## config.mk

```make
export PLATFORM = sky130hd
export DESIGN_NAME = spi_cmd_ctrl
export DESIGN_NICKNAME = d
export VERILOG_FILES = /design/src/rtl/spi_cmd_pkg.sv /design/src/rtl/spi_cmd_regbank.sv /design/src/rtl/spi_cmd_ctrl.sv
export SDC_FILE = /design/constraint.sdc
export NUM_CORES = 1
export LEC_CHECK = 0
export BUFFER_PORTS_ARGS = -buffer_cell sky130_fd_sc_hd__buf_4
export CAP_MARGIN = 20
export CORE_AREA = 2 2 74 76
export DETAILED_ROUTE_END_ITERATION = 16
export DIE_AREA = 0 0 76 78
export PLACE_DENSITY = 0.64
export SLEW_MARGIN = 20
export SYNTH_ARGS = -nofsm -noshare
export SYNTH_HDL_FRONTEND = slang
export SYNTH_HIERARCHICAL = 1
export SYNTH_SLANG_ARGS = --single-unit
```

## constraint.sdc

```tcl
create_clock -name i_Clk -period 2.5 [get_ports i_Clk]
set_input_delay 0.5 -clock i_Clk [delete_from_list [all_inputs] [get_ports i_Clk]]
set_output_delay 0.5 -clock i_Clk [all_outputs]
set_load 0.05 [all_outputs]
```

## src/rtl/spi_cmd_pkg.sv

```systemverilog
// Shared constants and types for the SPI command controller.
package spi_cmd_pkg;

  localparam int unsigned BYTE_W = 8;
  localparam int unsigned ADDR_W = 2;

  localparam logic [BYTE_W-1:0] CMD_GET_STATE = 8'hFF;
  localparam logic [BYTE_W-1:0] CMD_NOP       = 8'h00;
  localparam logic [1:0]        PFX_READ      = 2'b10;
  localparam logic [1:0]        PFX_WRITE     = 2'b01;

  localparam logic [BYTE_W-1:0] RSP_ACK = 8'hA5;
  localparam logic [BYTE_W-1:0] RSP_NAK = 8'hEE;

  localparam logic [ADDR_W-1:0] ERR_REG_ADDR = 2'd3;
  localparam logic [BYTE_W-1:0] ERR_CNT_MAX  = 8'hFF;

  typedef enum logic {
    IDLE      = 1'b0,
    WAIT_DATA = 1'b1
  } state_e;

endpackage

```

## src/rtl/spi_cmd_regbank.sv

```systemverilog
// Bank of byte-wide control registers with one write port and a combinational read mux.
module spi_cmd_regbank
  import spi_cmd_pkg::*;
#(
  parameter int unsigned      NUM_REGS = 3,
  parameter logic [BYTE_W-1:0] REG_RST = 8'h00
) (
  input  logic                       clk_i,
  input  logic                       rst_i,
  input  logic                       we_i,
  input  logic [ADDR_W-1:0]          wr_addr_i,
  input  logic [BYTE_W-1:0]          wr_data_i,
  input  logic [ADDR_W-1:0]          rd_addr_i,
  output logic [BYTE_W-1:0]          rd_data_c_o,
  output logic [BYTE_W*NUM_REGS-1:0] regs_o
);

  logic [NUM_REGS-1:0][BYTE_W-1:0] regs_q;

  // Register storage; only the addressed entry takes the write.
  always_ff @(posedge clk_i) begin
    if (rst_i) begin
      regs_q <= {NUM_REGS{REG_RST}};
    end else begin
      for (int unsigned k = 0; k < NUM_REGS; k++) begin
        if (we_i && (wr_addr_i == ADDR_W'(k))) begin
          regs_q[k] <= wr_data_i;
        end
      end
    end
  end

  // Read mux; unmapped addresses read as zero.
  always_comb begin
    rd_data_c_o = '0;
    for (int unsigned k = 0; k < NUM_REGS; k++) begin
      if (rd_addr_i == ADDR_W'(k)) begin
        rd_data_c_o = regs_q[k];
      end
    end
  end

  assign regs_o = regs_q;

endmodule

```

## src/rtl/spi_cmd_ctrl.sv

```systemverilog
// SPI command controller: decodes received bytes, answers reads, sequences register writes.
module spi_cmd_ctrl
  import spi_cmd_pkg::*;
#(
  parameter int unsigned       STATE_W  = 2,
  parameter int unsigned       NUM_REGS = 3,
  parameter logic [BYTE_W-1:0] REG_RST  = 8'h00
) (
  input  logic                       i_Clk,
  input  logic                       i_Rst,
  input  logic                       i_RX_DV,
  input  logic [BYTE_W-1:0]          i_RX_Byte,
  input  logic                       i_SPI_CS_n,
  input  logic [STATE_W-1:0]         i_Fsm_State,
  output logic                       o_TX_DV,
  output logic [BYTE_W-1:0]          o_TX_Byte,
  output logic [BYTE_W*NUM_REGS-1:0] o_Ctrl_Regs,
  output logic [BYTE_W-1:0]          o_Err_Cnt,
  output logic                       o_Busy
);

  state_e              state_q, state_d;
  logic [ADDR_W-1:0]   addr_q, addr_d;
  logic                tx_dv_q, tx_dv_d;
  logic [BYTE_W-1:0]   tx_byte_q, tx_byte_d;
  logic [BYTE_W-1:0]   err_cnt_q, err_cnt_d;
  logic                busy_q;

  logic                err_inc_c;
  logic                we_c;
  logic [ADDR_W-1:0]   rx_addr_c;
  logic                addr_ok_c;
  logic [1:0]          rx_pfx_c;
  logic [BYTE_W-1:0]   rd_data_c;

  assign rx_addr_c = i_RX_Byte[ADDR_W-1:0];
  assign rx_pfx_c  = i_RX_Byte[BYTE_W-1:BYTE_W-2];
  assign addr_ok_c = (32'(rx_addr_c) < NUM_REGS);

  spi_cmd_regbank #(
    .NUM_REGS (NUM_REGS),
    .REG_RST  (REG_RST)
  ) u_regbank (
    .clk_i       (i_Clk),
    .rst_i       (i_Rst),
    .we_i        (we_c),
    .wr_addr_i   (addr_q),
    .wr_data_i   (i_RX_Byte),
    .rd_addr_i   (rx_addr_c),
    .rd_data_c_o (rd_data_c),
    .regs_o      (o_Ctrl_Regs)
  );

  // Next-state, response and error-count logic.
  always_comb begin
    state_d   = state_q;
    addr_d    = addr_q;
    tx_dv_d   = 1'b0;
    tx_byte_d = tx_byte_q;
    err_inc_c = 1'b0;
    we_c      = 1'b0;

    case (state_q)
      IDLE: begin
        if (i_RX_DV) begin
          tx_dv_d = 1'b1;
          if (i_RX_Byte == CMD_GET_STATE) begin
            tx_byte_d = BYTE_W'(i_Fsm_State);
          end else if (i_RX_Byte == CMD_NOP) begin
            tx_byte_d = CMD_NOP;
          end else if ((rx_pfx_c == PFX_READ) && (rx_addr_c == ERR_REG_ADDR)) begin
            tx_byte_d = err_cnt_q;
          end else if ((rx_pfx_c == PFX_READ) && addr_ok_c) begin
            tx_byte_d = rd_data_c;
          end else if ((rx_pfx_c == PFX_WRITE) && addr_ok_c) begin
            addr_d    = rx_addr_c;
            state_d   = WAIT_DATA;
            tx_byte_d = RSP_ACK;
          end else begin
            err_inc_c = 1'b1;
            tx_byte_d = RSP_NAK;
          end
        end
      end
      WAIT_DATA: begin
        // A completed byte wins over a simultaneous chip-select release.
        if (i_RX_DV) begin
          we_c      = 1'b1;
          tx_dv_d   = 1'b1;
          tx_byte_d = RSP_ACK;
          state_d   = IDLE;
        end else if (i_SPI_CS_n) begin
          err_inc_c = 1'b1;
          state_d   = IDLE;
        end
      end
      default: state_d = IDLE;
    endcase

    err_cnt_d = (err_inc_c && (err_cnt_q != ERR_CNT_MAX)) ? err_cnt_q + 8'd1 : err_cnt_q;
  end

  // State and registered outputs.
  always_ff @(posedge i_Clk) begin
    if (i_Rst) begin
      state_q   <= IDLE;
      addr_q    <= '0;
      tx_dv_q   <= 1'b0;
      tx_byte_q <= '0;
      err_cnt_q <= '0;
      busy_q    <= 1'b0;
    end else begin
      state_q   <= state_d;
      addr_q    <= addr_d;
      tx_dv_q   <= tx_dv_d;
      tx_byte_q <= tx_byte_d;
      err_cnt_q <= err_cnt_d;
      busy_q    <= (state_d == WAIT_DATA);
    end
  end

  assign o_TX_DV   = tx_dv_q;
  assign o_TX_Byte = tx_byte_q;
  assign o_Err_Cnt = err_cnt_q;
  assign o_Busy    = busy_q;

endmodule
```

* Word-level counts from Yosys, hierarchy flattened
Cells that the tools add are included.
Storage, ports and cells: flip-flop bits (word level) 44, input port bits 14, output and inout port bits 42, word-level logic and storage cells 69
Operators by class: add/subtract/negate cells 1, $lt $le $gt $ge 1, equality and inequality tests 11, mux-type cells 31, bitwise logic cells 5, reductions and logical operators 12
Operators by type and width (number):
- 2-to-1 mux 8 bit | 9
- 2-to-1 mux 1 bit | 18
- one-hot mux 8 bit (2 select lines) | 1
- adder 8 x 1 -> 8 bit, second input constant | 1
- == test 2 bit, second input constant | 4
- == test 8 bit, second input constant | 1
- zero test 8 bit | 1
- inequality test 8 bit, second input constant | 1
- logical AND 1 bit | 7
- 2-to-1 mux 7 bit | 1
- AND reduction 7 bit | 1
- == test 2 x 1 -> 1 bit, second input constant | 3
- NOT 1 bit | 5
- zero test 2 bit | 2
- inequality test 2 bit, second input constant | 2
- one-hot mux 1 bit (2 select lines) | 2
- < comparator 2 bit, second input constant | 1
- AND reduction 2 bit | 1

* Depth between registers and ports, before layout
depth after elaboration 10, mapped depth 8, depth with buffers taken out 6

* Cells and area by module
The synthesis kept the hierarchy.
By module, submodules not included:
- spi_cmd_regbank | instances 1, cells an instance 110, area each 1159.9 sq um, sequential area each 480.5 sq um
- spi_cmd_ctrl | instances 1, cells an instance 135, area each 1041.0 sq um, sequential area each 400.4 sq um

* Worst setup path after synthesis
OpenSTA, ideal clock, no wires.
path type reg2reg, from register o_Busy (netlist name), to register err_cnt_q[5] (netlist: o_Err_Cnt[5]), library setup time 0.121 ns, arrival 2.024 ns, required time 2.379 ns, setup slack 0.355 ns, cell stages (with the launch flop) 7, path buffers 1, period minus slack after synthesis 2.145 ns, path through dfxtp_1 nand2b_2 a211o_1 o31a_1 buf_6 nor4_1 mux2_2
RTL lines:
- end signal, assigned | RTL line spi_cmd_ctrl.sv:117 | err_cnt_q <= err_cnt_d;
- end, declared | RTL line spi_cmd_ctrl.sv:26 | logic [BYTE_W-1:0] err_cnt_q, err_cnt_d;

* Worst setup path in the final report
from input port i_RX_Byte[0], to register err_cnt_q[5] (netlist: o_Err_Cnt[5])
On the way: cells in the longest elaborated chain, start to end 10, elaborated cells on any way between the ends 15, those cells by class 1 x order compare; 2 x eq/ne; 7 x mux; 5 x reduce/logical
Ends and longest elaborated chain:
- start, declared | RTL line spi_cmd_ctrl.sv:12 | input logic [BYTE_W-1:0] i_RX_Byte,
- < comparator 2 bit | RTL line spi_cmd_ctrl.sv:38 | assign addr_ok_c = (32'(rx_addr_c) < NUM_REGS);
- logical AND 1 bit | RTL line spi_cmd_ctrl.sv:75 | end else if ((rx_pfx_c == PFX_WRITE) && addr_ok_c) begin
- 2-to-1 mux 1 bit | RTL line spi_cmd_ctrl.sv:75
- 2-to-1 mux 1 bit | RTL line spi_cmd_ctrl.sv:73 | end else if ((rx_pfx_c == PFX_READ) && addr_ok_c) begin
- 2-to-1 mux 1 bit | RTL line spi_cmd_ctrl.sv:71 | end else if ((rx_pfx_c == PFX_READ) && (rx_addr_c == ERR_REG_ADDR)) begin
- 2-to-1 mux 1 bit | RTL line spi_cmd_ctrl.sv:69 | end else if (i_RX_Byte == CMD_NOP) begin
- 2-to-1 mux 1 bit * | RTL line spi_cmd_ctrl.sv:67 | if (i_RX_Byte == CMD_GET_STATE) begin
- 2-to-1 mux 1 bit * | RTL line spi_cmd_ctrl.sv:65 | if (i_RX_DV) begin
- one-hot mux 1 bit (2 select lines) * | RTL line spi_cmd_ctrl.sv:63 | case (state_q)
- logical AND 1 bit * | RTL line spi_cmd_ctrl.sv:100 | err_cnt_d = (err_inc_c && (err_cnt_q != ERR_CNT_MAX)) ? err_cnt_q + 8'd1 : err_cnt_q;
Mark *: on every way between the ends. The rest lies on a longest branch, timed or not. A chain may end at the register's enable or synchronous reset.

==> results_dict.tcl <==
set metrics [dict create \
    ys_seq_elements 44 \
    grt_max_degree 54 \
    syn_inst 245 \
    dr.first_iter.drc_count 82 \
    htree_levels 2 \
    numCtsBuffers 5 \
    hpwl_um 3909 \
    synth.top_cells.by_area "dfxtp_1 40%, mux2i_1 15%, nand2b_1 9.1%" \
    tightest_slew_ns 0.5650 \
    r2r_end "o_Err_Cnt[5]" \
    wl_um 5406 \
    antenna_cells 0 \
    clock_latency_ns 0.30 \
    synthArstFlopShare_pct 0 \
    reg2reg_from "o_Busy" \
    cp_data_required_time_ns 2.70 \
    grt-ovfl-total 0 \
    worstHoldStart "i_SPI_CS_n" \
    crit_chain "buf_4, a21oi_1, a211o_1, o31a_1, nor4_1, mux2_2" \
    worstHoldPathType "input port to flip-flop" \
    end_kind "flip-flop" \
    drive_gt1_share_pct 22.82 \
    grt_pass1_wl_um 8887 \
    cts.sinks 44 \
    core_area_mm2 0.005042 \
    synth-main-ff-cell "dfxtp_1" \
    post_cts_buffers 0 \
    fmax_mhz 512.4 \
    netlist_area_mm2 0.002201 \
    ys_warn_count 6 \
    irDropWorstVdd_mv 0.3159 \
    areaGrowthSynthToFinish_pct 24.62 \
    finish.net_count 312 \
    ant_nets 0 \
    postLayoutCoreUtil_pct 54.39 \
    yosysSeqAreaShare_pct 40.02 \
    status "finished clean" \
    cap_violations 0 \
    routed-via-count 1927 \
    remaining_drc_errors 0 \
    io_buffers 55 \
    grtUsageTotal_pct 18.61 \
    gp_congestion 0.8586 \
    antenna_found_initial 0 \
    min_period_over_period_pct 78.06 \
    avgSynthCellArea_um2 8.983 \
    p_leak_nw 1.189 \
    start_util_pct 43.65 \
    startpoint_type "input port" \
    worst_ep_arrival_time_ns 2.15 \
    rows 26 \
    synth_fp_nets 260 \
    rrSetupSlack_ns 0.58 \
    tns_ns 0 \
    first_global_vias 1805 \
    fp.dieH_um 78 \
    yosys.area.top_type "dfxtp_1" \
    timing.final.max_slew_violations 0 \
    hold_violations 0 \
    cts-root-buf "clkbuf_8" \
    path_clk_slew_ns 0.08 \
    fin_crit_ns 1.951 \
    io_pins 56 \
    synth_cell_types 38 \
    wl_per_cell_um 14.69 \
    powerDensity_mw_per_mm2 503.3 \
    max-slew-margin-rel_pct 62.26 \
    reg2reg_depth 5 \
    synth_edf_count 0 \
    final_common_cell "buf_4" \
    finalSetupViolCount 0 \
    mostFrequentLayoutCells "59 x buf_4, 44 x dfxtp_1, 34 x mux2i_1" \
    rsz0062_at_grt "no" \
    critPathKind "input port to flip-flop" \
    first_pass_iters 4 \
    cts_resized 0 \
    critPathLaunch "i_RX_Byte[0]" \
    clockBufferDepth 2 \
    crit_path_end "o_Err_Cnt[5]" \
    max_stage_delay_ns 0.36 \
    dieArea_mm2 0.005928 \
    die_w_um 76 \
    tritoncts "done" \
    crit_slowest_cell "mux2_2" \
    yosysTopAreaCellShare_pct 40.02 \
    detail_route.vias_per_cell 5.236 \
    cts_hold_buf 0 \
    path_max_fanout 15 \
    skew_ns 0.007989 \
]
[worst min path at each step]
| stage | end | slack [ns] | cells after the start |
|---|---|---|---|
| after floorplan | addr_q[1] | 0.52 | 2 |
| after global placement | u_regbank/regs_o[9] | 0.48 | 2 |
| after detailed placement | u_regbank/regs_o[8] | 0.49 | 2 |
| after CTS | o_Busy | 0.47 | 3 |
| after global routing | o_Busy | 0.49 | 3 |
| final | o_Busy | 0.48 | 3 |
[cells in the mapped netlist (all sizes together) (2+ instances only)]
master,count
nand3b,4
mux2i,34
and2,2
nand3,10
clkbuf,8
a21oi,13
inv,3
o2bb2ai,8
or3,2
nor3,5
nand2b,33
nor4,2
nand2,21
or4,4
nand4,2
a32oi,4
dfxtp,44
o21ai,2
buf,6
and3b,2
nor2,17
o31ai,4
nor2b,3
[critical path: cells and delay by family]
family          cells  cell delay (ns)
buf+inv             1             0.21
mux                 1             0.36
simple gates        1             0.27
compound gates      3             0.79
[flip-flops by register name, summed over array words and instances (netlist names)]
signal            cells
u_regbank/regs_o     24
o_Err_Cnt             8
o_TX_Byte             8
addr_q                2
o_Busy                1
o_TX_DV               1
[metal layers]
metal | part of all wire (%) | up-vias | track usage (%)
met5 | 0 | - | 0
met4 | 1.3 | 0 | 6.545
met3 | 3.3 | 6 | 3.721
met2 | 48 | 36 | 31.61
met1 | 48 | 901 | 23.63
li1 | - | 984 | -
[power by group]
part / leakage, nW / internal (W) / switching (W)
clock network: 0.0455 / 0.000226 / 0.000237
registers: 0.357 / 0.000715 / 0.0000121
logic: 0.787 / 0.0000687 / 0.000122
[final cells by class]
| cell class | count | area [um2] |
|---|---|---|
| clock buffer | 8 | 90.09 |
| inverter | 3 | 11.26 |
| multi-input combinational | 184 | 1230 |
| timing repair buffer | 59 | 442.9 |
| fill | 498 | 2300 |
| sequential | 44 | 880.8 |
| tap | 70 | 87.58 |
[logic make-up (layout without fill, tap and decap cells)]
| family | count (synthesis) | after routing | synth area share [%] |
|---|---|---|---|
| flops | 44 | 44 | 40.02 |
| mux | 35 | 35 | 15.98 |
| buf+inv | 17 | 70 | 4.093 |
| simple gates | 110 | 110 | 27.18 |
| fa+ha+maj | 1 | 1 | 0.5684 |
| compound gates | 38 | 38 | 12.17 |
[per-stage QoR]
| stage | cell area [um2] | cells | hold WS [ns] | total power, W | setup slack [ns] |
|---|---|---|---|---|---|
| after floorplan | 2201 | 245 | 0.5240 | 0.0008712 | 0.3550 |
| after global placement | 2653 | 360 | 0.4804 | 0.0009337 | 0.2579 |
| after detailed placement | 2653 | 360 | 0.4881 | 0.0009340 | 0.2327 |
| after CTS | 2743 | 368 | 0.4713 | 0.001394 | 0.5439 |
| after global routing | 2743 | 368 | 0.4907 | 0.001436 | 0.4608 |
| final | 2743 | 368 | 0.4814 | 0.001380 | 0.5485 |
(Power assumes the default switching activity.)
